File: src/rtl/conv_batch_ctrl.sv
// Batch float16->int16 conversion controller: reads operand pairs from byte memory, runs the external converter, writes results back.
// Latency: 5 cycles per element when the converter acks in its first request cycle, plus 1 DONE cycle per batch.
// Backpressure: stalls in CONV until cv_ack, or gives up after ACK_TIMEOUT cycles; start is ignored while busy.
module conv_batch_ctrl #(
  parameter int ACK_TIMEOUT = 64
) (
  input  logic        clk,
  input  logic        reset,
  input  logic        start,
  input  logic [7:0]  src_base,
  input  logic [7:0]  dst_base,
  input  logic [5:0]  count,
  output logic        busy,
  output logic        done,
  output logic        err,
  output logic [5:0]  sat_cnt,
  output logic [7:0]  dm_addr,
  output logic        dm_wr_en,
  output logic [7:0]  dm_din,
  input  logic [7:0]  dm_dout,
  output logic        cv_req,
  output logic [15:0] cv_operand,
  input  logic        cv_ack,
  input  logic [15:0] cv_result
);

  // Timeout counter runs 0..ACK_TIMEOUT-1 while in CONV.
  localparam int TMO_W = (ACK_TIMEOUT < 2) ? 1 : $clog2(ACK_TIMEOUT);
  localparam logic [TMO_W-1:0] TMO_LAST = TMO_W'(ACK_TIMEOUT - 1);

  typedef enum logic [2:0] {
    IDLE  = 3'd0,
    RD_LO = 3'd1,
    RD_HI = 3'd2,
    CONV  = 3'd3,
    WR_LO = 3'd4,
    WR_HI = 3'd5,
    DONE  = 3'd6
  } state_t;

  state_t           r_state;
  logic [7:0]       r_src;
  logic [7:0]       r_dst;
  logic [5:0]       r_cnt;
  logic [5:0]       r_i;
  logic [TMO_W-1:0] r_tmo;
  logic [15:0]      r_operand;
  logic [15:0]      r_result;
  logic             r_busy;
  logic             r_done;
  logic             r_err;
  logic [5:0]       r_sat_cnt;
  logic [7:0]       r_dm_addr;
  logic             r_dm_wr_en;
  logic             r_cv_req;

  logic [5:0]       w_i_nxt;
  logic [7:0]       w_src_addr;
  logic [7:0]       w_src_nxt;
  logic [7:0]       w_dst_addr;
  logic             w_tmo_hit;
  logic [15:0]      w_cap;
  logic             w_sat_hit;

  // Element addresses; all byte arithmetic wraps modulo 256 on purpose.
  assign w_i_nxt    = r_i + 6'd1;
  assign w_src_addr = r_src + {1'b0, r_i, 1'b0};
  assign w_src_nxt  = r_src + {1'b0, w_i_nxt, 1'b0};
  assign w_dst_addr = r_dst + {1'b0, r_i, 1'b0};

  // Value captured on leaving CONV: converter result, or the negative
  // saturation code when the converter never answered.
  assign w_tmo_hit  = (r_tmo == TMO_LAST);
  assign w_cap      = cv_ack ? cv_result : 16'h8000;
  assign w_sat_hit  = (w_cap == 16'h7FFF) || (w_cap == 16'h8000);

  // Batch sequencer; every control output is registered on the transition into the state that needs it.
  always_ff @(posedge clk) begin
    if (reset) begin
      r_state    <= IDLE;
      r_src      <= 8'd0;
      r_dst      <= 8'd0;
      r_cnt      <= 6'd0;
      r_i        <= 6'd0;
      r_tmo      <= '0;
      r_operand  <= 16'd0;
      r_result   <= 16'd0;
      r_busy     <= 1'b0;
      r_done     <= 1'b0;
      r_err      <= 1'b0;
      r_sat_cnt  <= 6'd0;
      r_dm_addr  <= 8'd0;
      r_dm_wr_en <= 1'b0;
      r_cv_req   <= 1'b0;
    end else begin
      case (r_state)
        IDLE: begin
          r_done <= 1'b0;
          if (start) begin
            r_src     <= src_base;
            r_dst     <= dst_base;
            r_cnt     <= count;
            r_i       <= 6'd0;
            r_err     <= 1'b0;
            r_sat_cnt <= 6'd0;
            r_dm_addr <= src_base;
            r_busy    <= 1'b1;
            r_state   <= RD_LO;
          end
        end

        RD_LO: begin
          // An empty batch passes through RD_LO once and finishes without touching memory.
          if (r_cnt == 6'd0) begin
            r_done  <= 1'b1;
            r_state <= DONE;
          end else begin
            r_operand[7:0] <= dm_dout;
            r_dm_addr      <= w_src_addr + 8'd1;
            r_state        <= RD_HI;
          end
        end

        RD_HI: begin
          r_operand[15:8] <= dm_dout;
          r_tmo           <= '0;
          r_cv_req        <= 1'b1;
          r_state         <= CONV;
        end

        CONV: begin
          if (cv_ack || w_tmo_hit) begin
            r_result   <= w_cap;
            r_cv_req   <= 1'b0;
            r_dm_addr  <= w_dst_addr;
            r_dm_wr_en <= 1'b1;
            r_state    <= WR_LO;
            if (!cv_ack) begin
              r_err <= 1'b1;
            end
            if (w_sat_hit && (r_sat_cnt != 6'd63)) begin
              r_sat_cnt <= r_sat_cnt + 6'd1;
            end
          end else begin
            r_tmo <= r_tmo + 1'b1;
          end
        end

        WR_LO: begin
          r_dm_addr <= w_dst_addr + 8'd1;
          r_state   <= WR_HI;
        end

        WR_HI: begin
          r_dm_wr_en <= 1'b0;
          r_i        <= w_i_nxt;
          if (w_i_nxt == r_cnt) begin
            r_done  <= 1'b1;
            r_state <= DONE;
          end else begin
            r_dm_addr <= w_src_nxt;
            r_state   <= RD_LO;
          end
        end

        DONE: begin
          r_done  <= 1'b0;
          r_busy  <= 1'b0;
          r_state <= IDLE;
        end

        default: begin
          r_done     <= 1'b0;
          r_busy     <= 1'b0;
          r_dm_wr_en <= 1'b0;
          r_cv_req   <= 1'b0;
          r_state    <= IDLE;
        end
      endcase
    end
  end

  assign busy       = r_busy;
  assign done       = r_done;
  assign err        = r_err;
  assign sat_cnt    = r_sat_cnt;
  assign dm_addr    = r_dm_addr;
  assign dm_wr_en   = r_dm_wr_en;
  assign cv_req     = r_cv_req;
  assign cv_operand = r_operand;
  // Write data follows the byte lane selected by the write state.
  assign dm_din     = (r_state == WR_HI) ? r_result[15:8] : r_result[7:0];

endmodule

File: config.mk
export PLATFORM = sky130hd
export DESIGN_NAME = conv_batch_ctrl
export DESIGN_NICKNAME = d
export VERILOG_FILES = /design/src/rtl/conv_batch_ctrl.sv
export SDC_FILE = /design/constraint.sdc
export NUM_CORES = 1
export LEC_CHECK = 0
export BUFFER_PORTS_ARGS = -buffer_cell sky130_fd_sc_hd__buf_2
export CAP_MARGIN = 20
export CORE_AREA = 2 2 99 101
export CTS_CLUSTER_DIAMETER = 120
export DETAILED_ROUTE_END_ITERATION = 10
export DIE_AREA = 0 0 101 103
export PLACE_DENSITY = 0.78
export SLEW_MARGIN = 20
export SYNTH_ARGS = -nofsm -noshare
export SYNTH_HDL_FRONTEND = slang
export SYNTH_SLANG_ARGS = --single-unit
File: constraint.sdc
create_clock -name clk -period 3.1 [get_ports clk]
set_clock_uncertainty 0.15 [all_clocks]
set_input_delay 0.465 -clock clk [delete_from_list [all_inputs] [get_ports clk]]
set_output_delay 0.465 -clock clk [all_outputs]
set_load 0.02 [all_outputs]
==> flow_metrics.tcl <==
set metrics [dict create \
    multi_input_area_um2 3110 \
    numCtsBuffers 9 \
    drtIter0Drc 308 \
    coreArea_um2 9460 \
    track_usage_pct 29.4 \
    hold_buffers 0 \
    dp_hpwl_um 11200 \
    via_per_inst 6.03 \
    async_reset_ff_share_pct 0 \
    crit_buf_inv 0 \
    h-tree-depth 3 \
    crit_family "compound AO/OA/AOI/OAI gates" \
    finalPower_mw 3.29 \
    finalCritPeriodShare_pct 92.9 \
    cts.clk_slew.worst_paths_ns 0.11 \
    min_path_type "input pin to register" \
    drc 0 \
    cts_buffer_depth 2 \
    seq_area_um2 1760 \
    grt.overflow.total 0 \
    area_growth_pct 16.7 \
    fmax_mhz 347 \
    synth_seq_area_share_pct 34.7 \
    rsz0062_at_grt "false" \
    p_sw_mw 1.26 \
    synthCells 642 \
    fill_cells 910 \
    clk-insertion-delay-late_ns 0.38 \
    grt_max_degree 32 \
    status "finished clean" \
    cp-end-kind "register" \
    holdWs_ns 0.159 \
    worst_pin_slew_ns 0.637 \
    io_pins 93 \
    wl_per_cell_um 17.5 \
    required_ns 3.19 \
    relSlewSlack_pct 57.4 \
    drv_slew 0 \
    yosysWarnings 0 \
    worstSetupPathType "register to register" \
    drt_wl_total_um 14900 \
    setup_viol 0 \
    slowest_delay_ns 0.42 \
    syn_nets 717 \
    crit_path_top_delay_cell "dfxtp_2" \
    antenna_found_initial 0 \
    die_w_um 101 \
    grt_pass1_vias 4778 \
    avgSynthCellArea_um2 7.90 \
    cts_tree "yes" \
    dpl_worst_slack_ns 0.191 \
    layout-drive-gt1-share_pct 20.7 \
    final_cells 854 \
    netlist_area_um2 5070 \
    worstHoldStart "count[4]" \
    drtAntennaViolNets 0 \
    peakVddDrop_uv 303 \
    ys_types 76 \
    cp_max_fo 6 \
    drv_cap 0 \
    worstSetupStartpoint "r_i[1]" \
    postCtsSetupBuffers 0 \
    cts.sinks 88 \
    final_nets 810 \
    synth_enable_flop_cells 0 \
    ys.flop_type "dfxtp_1" \
    startpoint_type "register" \
    combPwrFrac_pct 32.9 \
    fin_crit_ns 2.88 \
    io_buffer_count 92 \
    gp_congestion 0.946 \
    initial_core_util_pct 53.7 \
    setup_ws_ns 0.220 \
    grt_first_pass_wirelength_um 23800 \
    swShare_pct 38.3 \
    dieHeight_um 103 \
    rows 36 \
    cp.arrival_ns 2.97 \
    dieArea_um2 10400 \
    finalHoldViolCount 0 \
    crit_chain "ha_1 -> nand3_1 -> xnor2_2 -> ha_1 -> o21ai_0 -> a21oi_1 -> o2111ai_1 -> nand3_1 -> a211o_1 -> a311oi_2 -> o41ai_2" \
    clkPwrFrac_pct 26.3 \
    setup_tns_ns 0 \
    vias 5152 \
    timing.rr.start "r_i[1]" \
    internal_power_mw 2.03 \
    root_buffer "clkbuf_8" \
    dr.pass1.iters 5 \
    dp.cells 838 \
    num_antenna_cells 0 \
    p_seq_share_pct 40.8 \
    ys_ff_latch 88 \
    p_leak_nw 2.57 \
    powerDensity_nw_per_um2 556 \
]
==> state kept, by name, indices dropped and copies added, names as in the netlist <==
| register | flops |
|---|---|
| err | 1 |
| dm_wr_en | 1 |
| dm_addr | 8 |
| busy | 1 |
| r_src | 8 |
| cv_req | 1 |
| cv_operand | 16 |
| r_dst | 8 |
| r_state | 3 |
| r_tmo | 6 |
| done | 1 |
| r_result | 16 |
| r_i | 6 |
| r_cnt | 6 |
| sat_cnt | 6 |
==> cell type report <==
type / count / share of cell area (%)
Multi-Input combinational cell: 502 / 52.5
Sequential cell: 88 / 29.8
Timing Repair Buffer: 114 / 10.6
Tap cell: 114 / 2.41
Clock buffer: 9 / 2.09
Clock inverter: 7 / 1.44
Inverter: 20 / 1.27
==> cells in the mapped netlist, drive strengths merged (2+ instances only) <==
master / number / area share [%]
o31ai: 2 / 0.30
and3: 9 / 1.2
fa: 3 / 1.2
nand3: 17 / 1.7
or4: 3 / 0.52
nor3: 12 / 1.6
o2111ai: 3 / 0.52
nand2: 118 / 8.7
nand4: 8 / 0.99
a21oi: 67 / 6.8
o211ai: 6 / 0.89
a221oi: 2 / 0.35
mux2: 2 / 0.44
nor2b: 4 / 0.64
nand2b: 5 / 0.62
xnor2: 11 / 1.9
xor2: 14 / 2.4
xnor3: 2 / 0.89
o221ai: 3 / 0.52
o22ai: 5 / 0.62
o41ai: 4 / 1.2
and2: 2 / 0.25
a21o: 5 / 0.74
nand4b: 2 / 0.35
dfxtp: 88 / 35
clkbuf: 20 / 1.5
a22oi: 18 / 2.8
a211oi: 5 / 0.84
buf: 12 / 1.4
mux2i: 12 / 2.4
o21ai: 24 / 2.4
o21a: 2 / 0.30
a31oi: 6 / 0.74
inv: 20 / 1.5
ha: 22 / 5.4
o211a: 2 / 0.39
nor2: 74 / 5.6
nor4: 6 / 0.86
or2: 2 / 0.25
==> metrics by stage <==
stage / util [%] / cell area (um^2)
after CTS: 62.4 / 5910
after global placement: 60.2 / 5700
after floorplan: - / 5070
after detailed placement: 60.2 / 5700
final: 62.6 / 5920
after global routing: 62.6 / 5920
==> cells by family (layout without fill, tap and decap cells) <==
logic type	Yosys count	in the layout	synth area share [%]
AO/OA/AOI/OAI	169	169	22.0
AND/OR/NAND/NOR	266	266	23.9
flip-flops	88	88	34.7
multiplexers	14	14	2.81
XOR/XNOR	28	28	5.67
buffers and inverters	52	150	4.34
adder cells (fa/ha/maj)	25	25	6.61
==> worst register-to-register path, stage by stage (launching register included) <==
cell	delay, ns
dfxtp_2	0.42
ha_1	0.26
nand3_1	0.17
xnor2_2	0.19
ha_1	0.35
o21ai_0	0.10
a21oi_1	0.08
o2111ai_1	0.22
nand3_1	0.11
a211o_1	0.29
a311oi_2	0.28
o41ai_2	0.12
==> cells in the final DEF (no fill, tap or decap), drive strengths merged, types with 8 or more instances in the layout <==
master,instances
a21oi,67
a22oi,18
and3,9
buf,114
clkbuf,9
dfxtp,88
ha,22
inv,24
mux2i,12
nand2,118
nand3,17
nand4,8
nor2,74
nor3,12
o21ai,24
xnor2,11
xor2,14
==> worst paths after layout <==
check        cells past startpoint  slack [ns]        endpoint
min                              3        0.16        r_cnt[4]
min reg2reg                      2        0.31  cv_operand[12]
max reg2reg                     11        0.22      dm_addr[7]
max                             11        0.22      dm_addr[7]
==> layer usage <==
metal	track usage (%)	routed length (um)	vias to the layer above
met5	0	0	-
met4	10.9	401	0
met3	4.61	813	31
met2	50.6	7370	182
met1	37.4	6340	2478
li1	-	-	2461
==> repair_timing <==
action,in CTS,in global routing
hold endpoints to repair,0,0
resized for setup,0,3
endpoints found under the setup margin,0,2
==> power groups by stage <==
stage,logic [mW],registers [mW],clock network (mW)
after floorplan,0.664,1.40,0
after global placement,1.05,1.36,0
after detailed placement,1.06,1.37,0
after CTS,1.07,1.34,0.879
after global routing,1.18,1.36,0.925
final,1.08,1.34,0.866
Note: power is estimated with default switching activity, not from simulation.
